File: src/rtl/spi_frame_feeder_if.sv
// Controller/transmitter-side signal bundle for spi_frame_feeder.
// The master modport belongs to whatever drives writes and transmitter strobes; slave is the feeder.
interface spi_frame_feeder_if;
    logic [7:0] wr_data;
    logic       wr_last;
    logic       wr_en;
    logic       clr_err;
    logic       spi_valid;
    logic [7:0] tx_data;
    logic       cs;
    logic       full;
    logic       empty;
    logic       busy;
    logic       frame_done;
    logic       overflow;

    modport master (
        output wr_data, wr_last, wr_en, clr_err, spi_valid,
        input  tx_data, cs, full, empty, busy, frame_done, overflow
    );

    modport slave (
        input  wr_data, wr_last, wr_en, clr_err, spi_valid,
        output tx_data, cs, full, empty, busy, frame_done, overflow
    );
endinterface

File: src/rtl/spi_frame_feeder.sv
// Frame-aware byte FIFO feeding an SPI byte transmitter: a frame is only opened
// once its last byte is buffered, so cs never stays low waiting on the controller.
module spi_frame_feeder #(
    parameter int DEPTH  = 16,
    parameter int CS_GAP = 4
) (
    input  logic              clk,
    input  logic              reset,
    spi_frame_feeder_if.slave bus
);
    localparam int AW = $clog2(DEPTH);
    localparam int CW = AW + 1;
    localparam int GW = (CS_GAP > 1) ? $clog2(CS_GAP) : 1;
    localparam logic [CW-1:0] FULL_CNT = CW'(DEPTH);
    localparam logic [GW-1:0] GAP_LAST = GW'(CS_GAP - 1);

    typedef enum logic [1:0] {IDLE, LOAD, XFER, GAP} state_t;

    // Storage entries are {last, data}
    logic [8:0]    mem_q [DEPTH];

    logic [AW-1:0] wr_ptr_q, wr_ptr_d;
    logic [AW-1:0] rd_ptr_q, rd_ptr_d;
    logic [CW-1:0] count_q, count_d;
    logic [CW-1:0] pend_q, pend_d;
    logic          full_q, full_d;
    logic          empty_q, empty_d;
    logic          ovf_q, ovf_d;
    state_t        state_q, state_d;
    logic [GW-1:0] gap_q, gap_d;
    logic [7:0]    tx_data_q, tx_data_d;
    logic          last_q, last_d;
    logic          cs_q, cs_d;
    logic          done_q, done_d;

    logic [8:0]    head;
    logic          wr_acc;
    logic          pop;
    logic          pend_inc;
    logic          pend_dec;

    assign head   = mem_q[rd_ptr_q];
    assign wr_acc = bus.wr_en && !full_q;

    always_comb begin
        state_d   = state_q;
        gap_d     = gap_q;
        tx_data_d = tx_data_q;
        last_d    = last_q;
        done_d    = 1'b0;
        pop       = 1'b0;

        case (state_q)
            IDLE: begin
                if (pend_q != '0) begin
                    state_d = LOAD;
                end
            end
            LOAD: begin
                tx_data_d = head[7:0];
                last_d    = head[8];
                pop       = !empty_q;
                state_d   = XFER;
            end
            XFER: begin
                if (bus.spi_valid) begin
                    if (last_q) begin
                        done_d  = 1'b1;
                        gap_d   = '0;
                        state_d = GAP;
                    end else begin
                        // The rest of the frame is already buffered, so the head is valid here
                        tx_data_d = head[7:0];
                        last_d    = head[8];
                        pop       = !empty_q;
                    end
                end
            end
            GAP: begin
                if (gap_q == GAP_LAST) begin
                    state_d = IDLE;
                end else begin
                    gap_d = gap_q + 1'b1;
                end
            end
            default: state_d = IDLE;
        endcase

        cs_d = (state_d != XFER);
    end

    always_comb begin
        wr_ptr_d = wr_ptr_q;
        rd_ptr_d = rd_ptr_q;
        count_d  = count_q;
        pend_d   = pend_q;
        ovf_d    = ovf_q;

        if (wr_acc) begin
            wr_ptr_d = wr_ptr_q + 1'b1;
        end
        if (pop) begin
            rd_ptr_d = rd_ptr_q + 1'b1;
        end

        case ({wr_acc, pop})
            2'b10:   count_d = count_q + 1'b1;
            2'b01:   count_d = count_q - 1'b1;
            default: count_d = count_q;
        endcase

        pend_inc = wr_acc && bus.wr_last;
        pend_dec = pop && head[8];
        if (pend_inc && !pend_dec) begin
            pend_d = pend_q + 1'b1;
        end else if (pend_dec && !pend_inc) begin
            pend_d = pend_q - 1'b1;
        end

        // A dropped write wins over a clear in the same cycle
        if (bus.wr_en && full_q) begin
            ovf_d = 1'b1;
        end else if (bus.clr_err) begin
            ovf_d = 1'b0;
        end

        full_d  = (count_d == FULL_CNT);
        empty_d = (count_d == '0);
    end

    always_ff @(posedge clk or posedge reset) begin
        if (reset) begin
            wr_ptr_q  <= '0;
            rd_ptr_q  <= '0;
            count_q   <= '0;
            pend_q    <= '0;
            full_q    <= 1'b0;
            empty_q   <= 1'b1;
            ovf_q     <= 1'b0;
            state_q   <= IDLE;
            gap_q     <= '0;
            tx_data_q <= '0;
            last_q    <= 1'b0;
            cs_q      <= 1'b1;
            done_q    <= 1'b0;
        end else begin
            wr_ptr_q  <= wr_ptr_d;
            rd_ptr_q  <= rd_ptr_d;
            count_q   <= count_d;
            pend_q    <= pend_d;
            full_q    <= full_d;
            empty_q   <= empty_d;
            ovf_q     <= ovf_d;
            state_q   <= state_d;
            gap_q     <= gap_d;
            tx_data_q <= tx_data_d;
            last_q    <= last_d;
            cs_q      <= cs_d;
            done_q    <= done_d;
        end
    end

    always_ff @(posedge clk) begin
        if (wr_acc) begin
            mem_q[wr_ptr_q] <= {bus.wr_last, bus.wr_data};
        end
    end

    assign bus.tx_data    = tx_data_q;
    assign bus.cs         = cs_q;
    assign bus.full       = full_q;
    assign bus.empty      = empty_q;
    assign bus.busy       = (state_q != IDLE);
    assign bus.frame_done = done_q;
    assign bus.overflow   = ovf_q;
endmodule
File: src/flat_wrapper.sv
// flat-port wrapper written by rule: the top's interface ports become plain ports
module spi_frame_feeder_flat 
#(
    parameter int DEPTH  = 16,
    parameter int CS_GAP = 4
)
  (clk, reset, bus_wr_data, bus_wr_last, bus_wr_en, bus_clr_err, bus_spi_valid, bus_tx_data, bus_cs, bus_full, bus_empty, bus_busy, bus_frame_done, bus_overflow);
  spi_frame_feeder_if bus_i ();
  input  logic clk;
  input  logic reset;
  input wire logic [$bits(bus_i.wr_data)-1:0] bus_wr_data;
  input wire logic [$bits(bus_i.wr_last)-1:0] bus_wr_last;
  input wire logic [$bits(bus_i.wr_en)-1:0] bus_wr_en;
  input wire logic [$bits(bus_i.clr_err)-1:0] bus_clr_err;
  input wire logic [$bits(bus_i.spi_valid)-1:0] bus_spi_valid;
  output wire logic [$bits(bus_i.tx_data)-1:0] bus_tx_data;
  output wire logic [$bits(bus_i.cs)-1:0] bus_cs;
  output wire logic [$bits(bus_i.full)-1:0] bus_full;
  output wire logic [$bits(bus_i.empty)-1:0] bus_empty;
  output wire logic [$bits(bus_i.busy)-1:0] bus_busy;
  output wire logic [$bits(bus_i.frame_done)-1:0] bus_frame_done;
  output wire logic [$bits(bus_i.overflow)-1:0] bus_overflow;
  assign bus_i.wr_data = bus_wr_data;
  assign bus_i.wr_last = bus_wr_last;
  assign bus_i.wr_en = bus_wr_en;
  assign bus_i.clr_err = bus_clr_err;
  assign bus_i.spi_valid = bus_spi_valid;
  assign bus_tx_data = bus_i.tx_data;
  assign bus_cs = bus_i.cs;
  assign bus_full = bus_i.full;
  assign bus_empty = bus_i.empty;
  assign bus_busy = bus_i.busy;
  assign bus_frame_done = bus_i.frame_done;
  assign bus_overflow = bus_i.overflow;
  spi_frame_feeder #(.DEPTH(DEPTH), .CS_GAP(CS_GAP)) u_core (.clk(clk), .reset(reset), .bus(bus_i));
endmodule
File: config.mk
export PLATFORM = sky130hd
export DESIGN_NAME = spi_frame_feeder_flat
export DESIGN_NICKNAME = d
export VERILOG_FILES = /design/src/rtl/spi_frame_feeder_if.sv /design/src/rtl/spi_frame_feeder.sv /design/src/flat_wrapper.sv
export SDC_FILE = /design/constraint.sdc
export NUM_CORES = 1
export LEC_CHECK = 0
export ABC_AREA = 1
export BUFFER_PORTS_ARGS = -buffer_cell sky130_fd_sc_hd__buf_2
export CAP_MARGIN = 10
export CORE_ASPECT_RATIO = 1.25
export CORE_MARGIN = 1.5
export CORE_UTILIZATION = 35
export CTS_CLUSTER_SIZE = 10
export DETAILED_ROUTE_END_ITERATION = 7
export SYNTH_ARGS = -nofsm -noshare
export SYNTH_HDL_FRONTEND = slang
export SYNTH_SLANG_ARGS = --single-unit
File: constraint.sdc
create_clock -name clk -period 3.3 [get_ports clk]
set_input_delay 0.165 -clock clk [delete_from_list [all_inputs] [get_ports clk]]
set_output_delay 0.165 -clock clk [all_outputs]
set_load 0.005 [all_outputs]
==> results.py <==
metrics = {
    "floorplan": {
        "die_area_mm2": 0.0229,
        "coreArea_mm2": 0.0215,
        "start_util": 0.357,
        "die_h_um": 169,
        "dieWidth_um": 136,
        "rows": 60,
        "num_io_pins": 28,
    },
    "finish": {
        "drive_above_1_share": 0.121,
        "fill_cells": 2060,
        "fin_cells": 1032,
        "nets": 776,
        "n_antenna_cell": 0,
        "area_delta_synth_final_pct": 14.7,
    },
    "yosys": {
        "yosys.cell_count.top_type": "nand2_1",
        "ys_warn_count": 0,
        "syn_inst": 694,
        "synth_area_mm2": 0.00770,
        "synth_area_leaders": "edfxtp_1, dfrtp_1, nand2_1, nor2_1, ha_1",
        "async_reset_ff_frac": 0.200,
        "synth_edf_count": 144,
        "syn-num-nets": 728,
        "ys_seq_area_frac": 0.679,
        "ys_types": 33,
        "synth_area_per_cell_um2": 11.1,
        "synth_ff_type": "edfxtp_1",
        "ys_ff_latch": 180,
        "yosysTopAreaCell": "edfxtp_1",
        "synth_top_area_share": 0.561,
        "yosys-top-cells-count": "nand2_1, edfxtp_1, nor2_1, nand3_1, o21ai_0",
    },
    "setup_path": {
        "worst_setup_path_end_kind": "flip-flop",
        "reg2reg_slack_ns": 0.32,
        "crit_chain": "inv_1, ha_1, nand3_1, nand2_1, nand2_1, inv_1, nand3_1, ha_1, inv_1, ha_1, nand2_1, inv_1, o21ai_0, nand2_1, or2_2, nand3_1, o21ai_0",
        "cp_slowest_cell": "dfrtp_1",
        "crit_path_start_kind": "flip-flop",
        "crit_required_ns": 3.60,
        "r2r_cells": 17,
        "r2r_end": "u_core.pend_q[3]$_DFFE_PP0P_",
        "slowest_delay_ns": 0.42,
        "r2r_start": "u_core.state_q[0]$_DFF_PP0_",
        "crit_type": "reg -> reg",
        "cp.arrival_ns": 3.28,
        "worst-path-max-fanout": 8,
    },
    "grt": {
        "grt_pass1_wl_mm": 26.1,
        "antenna_found_initial": 0,
        "grt_usage": 0.152,
        "grt_pass1_vias": 4903,
        "grt_start_max_net_pins": 75,
        "gr-total-overflow": 0,
    },
    "placed_design": {
        "dp.cells": 999,
        "post-dp-hpwl_mm": 10.7,
        "place_congestion": 0.792,
        "post-place-ws_ns": 0.334,
        "io_buffers": 27,
    },
    "power_and_ir_drop": {
        "cellLeakagePower_nw": 3.49,
        "powerDensity_mw_per_mm2": 879,
        "ir_drop_v": 0.000390,
    },
    "cts": {
        "post_cts_resized": 0,
        "cts.sinks": 180,
        "cts_buffers": 17,
        "htree_levels": 4,
        "cts_buffer_depth": 2,
        "cts_setup_buffers": 0,
        "clk_transition_reported_paths_ns": 0.07,
        "clk_latency_ns": 0.42,
        "root_buffer": "clkbuf_16",
        "cts_tree": "done",
    },
    "sta": {
        "worst_slack_ns": 0.316,
        "worst_slew_pin_slew_ns": 0.885,
        "rsz0062_at_grt": "false",
        "fmax_mhz": 335,
        "setup_viol": 0,
        "fin_tns_setup_ns": 0,
        "fin_crit_sh": 0.904,
        "fin_worst_skew_ns": 0.00673,
        "slew_violations": 0,
        "slew_headroom": 0.408,
        "post-route-min-period_ns": 2.98,
        "hold_viol_final": 0,
    },
    "hold_path": {
        "hold_end": "u_core.bus.frame_done$_DFF_PP0_",
        "hold_path.class": "in -> reg",
        "whs_path_depth": 3,
        "hp-start": "bus_spi_valid",
    },
    "drt": {
        "finalWirelength_mm": 16.6,
        "drcViolationCount": 0,
        "vias": 5073,
        "ant_nets": 0,
        "drt_iter0_markers": 379,
        "drt_pre_antenna_iters": 6,
        "vias_per_cell": 4.92,
        "post_drt_wl_per_cell_um": 16.1,
    },
    "flow_run": {
        "max-cap-violations": 0,
    },
    "run_status": {
        "status": "finished clean",
    },
}
==> how the worst max path moves through the flow <==
stage	from	end	slack, ns	depth (start not counted)
3_3_place_gp	u_core.state_q[0]$_DFF_PP0_	u_core.pend_q[3]$_DFFE_PP0P_	0.44	17
3_5_place_dp	u_core.state_q[0]$_DFF_PP0_	u_core.pend_q[3]$_DFFE_PP0P_	0.33	17
4_1_cts	u_core.state_q[0]$_DFF_PP0_	u_core.pend_q[3]$_DFFE_PP0P_	0.29	17
2_1_floorplan	u_core.state_q[0]$_DFF_PP0_	u_core.pend_q[3]$_DFFE_PP0P_	0.65	18
6_report	u_core.state_q[0]$_DFF_PP0_	u_core.pend_q[3]$_DFFE_PP0P_	0.32	17
5_1_grt	u_core.state_q[0]$_DFF_PP0_	u_core.pend_q[3]$_DFFE_PP0P_	0.005	17
==> state kept, by name, summed over array words and instances, names as in the netlist <==
| name | count |
|---|---|
| u_core.mem_q | 144 |
| u_core.state_q | 2 |
| u_core.count_q | 5 |
| u_core.last_q | 1 |
| u_core.gap_q | 2 |
| u_core.bus.full | 1 |
| u_core.wr_ptr_q | 4 |
| u_core.rd_ptr_q | 4 |
| u_core.bus.frame_done | 1 |
| u_core.pend_q | 5 |
| u_core.bus.empty | 1 |
| u_core.bus.overflow | 1 |
| u_core.bus.cs | 1 |
| u_core.bus.tx_data | 8 |
==> layout by cell type, fill, tap and decap left out, types with 2 or more instances in the layout <==
cell type,netlist,final
a21oi_1,33,33
buf_2,15,27
buf_4,5,23
bufinv_16,0,2
clkbuf_16,0,17
clkinv_1,1,3
clkinv_4,0,5
dfrtp_1,34,33
dfstp_2,2,2
dlygate4sd3_1,0,3
edfxtp_1,144,144
ha_1,19,19
inv_1,36,36
inv_2,4,4
inv_6,0,2
nand2_1,184,184
nand3_1,45,45
nand4_1,3,3
nor2_1,80,80
o211ai_1,17,17
o21ai_0,41,41
o21ai_1,4,4
xnor2_1,2,2
xor2_1,8,8
==> through the flow <==
stage	power [W]	util	hold slack [ns]	instance area [um^2]
6_report	0.00776	0.410	0.0431	8830
5_1_grt	0.00832	0.410	0.0400	8830
4_1_cts	0.00783	0.410	0.0294	8830
3_5_place_dp	0.00588	0.382	0.269	8240
3_3_place_gp	0.00584	0.382	0.270	8240
2_1_floorplan	0.00503	-	0.264	7700
==> per-layer routing <==
| metal | up-vias | part of all wire | GRT usage | routed length [um] |
|---|---|---|---|---|
| met2 | 117 | 0.51 | 0.260 | 8440 |
| li1 | 2463 | - | - | - |
| met1 | 2473 | 0.43 | 0.189 | 7160 |
| met3 | 20 | 0.044 | 0.0296 | 734 |
| met5 | - | 0 | 0 | 0 |
| met4 | 0 | 0.015 | 0.0608 | 247 |
==> kinds of logic (layout without fill, tap and decap cells) <==
family | count (synthesis) | in the layout | synth area share
AO/OA/AOI/OAI | 99 | 99 | 0.0718
flip-flops | 180 | 180 | 0.679
XOR/XNOR | 10 | 10 | 0.0114
AND/OR/NAND/NOR | 318 | 318 | 0.166
buffers and inverters | 67 | 126 | 0.0388
adder cells (fa/ha/maj) | 20 | 20 | 0.0335
==> power by group <==
part / switching, W / leakage [nW] / internal, W
logic: 0.00185 / 1.48 / 0.000912
clock network: 0.000832 / 0.276 / 0.00111
registers: 0.000205 / 1.74 / 0.00286
==> worst max-delay path, delay by kind of cell (launching register included) <==
family | cells | cell delay (ns)
adders and majority gates | 3 | 0.80
buffers and inverters | 4 | 0.52
AOI/OAI and AO/OA | 2 | 0.21
and+or+nand+nor | 8 | 0.91
DFF | 1 | 0.42
==> final cells by class <==
| cell class | instances | area (um^2) | area share |
|---|---|---|---|
| clock inverters | 12 | 134 | 0.0152 |
| multi-input cells | 447 | 2170 | 0.246 |
| flip-flops and latches | 180 | 5230 | 0.592 |
| inverters | 42 | 160 | 0.0181 |
| well taps | 279 | 349 | 0.0395 |
| clock buffers | 18 | 429 | 0.0486 |
| repair buffers | 54 | 358 | 0.0405 |
==> repair_timing <==
| action | CTS | global route |
|---|---|---|
| endpoints found under the hold margin | 14 | 0 |
| setup endpoints to repair | 0 | 0 |
| hold buffers | 3 | 0 |
Note: power is estimated with default switching activity, not from simulation.
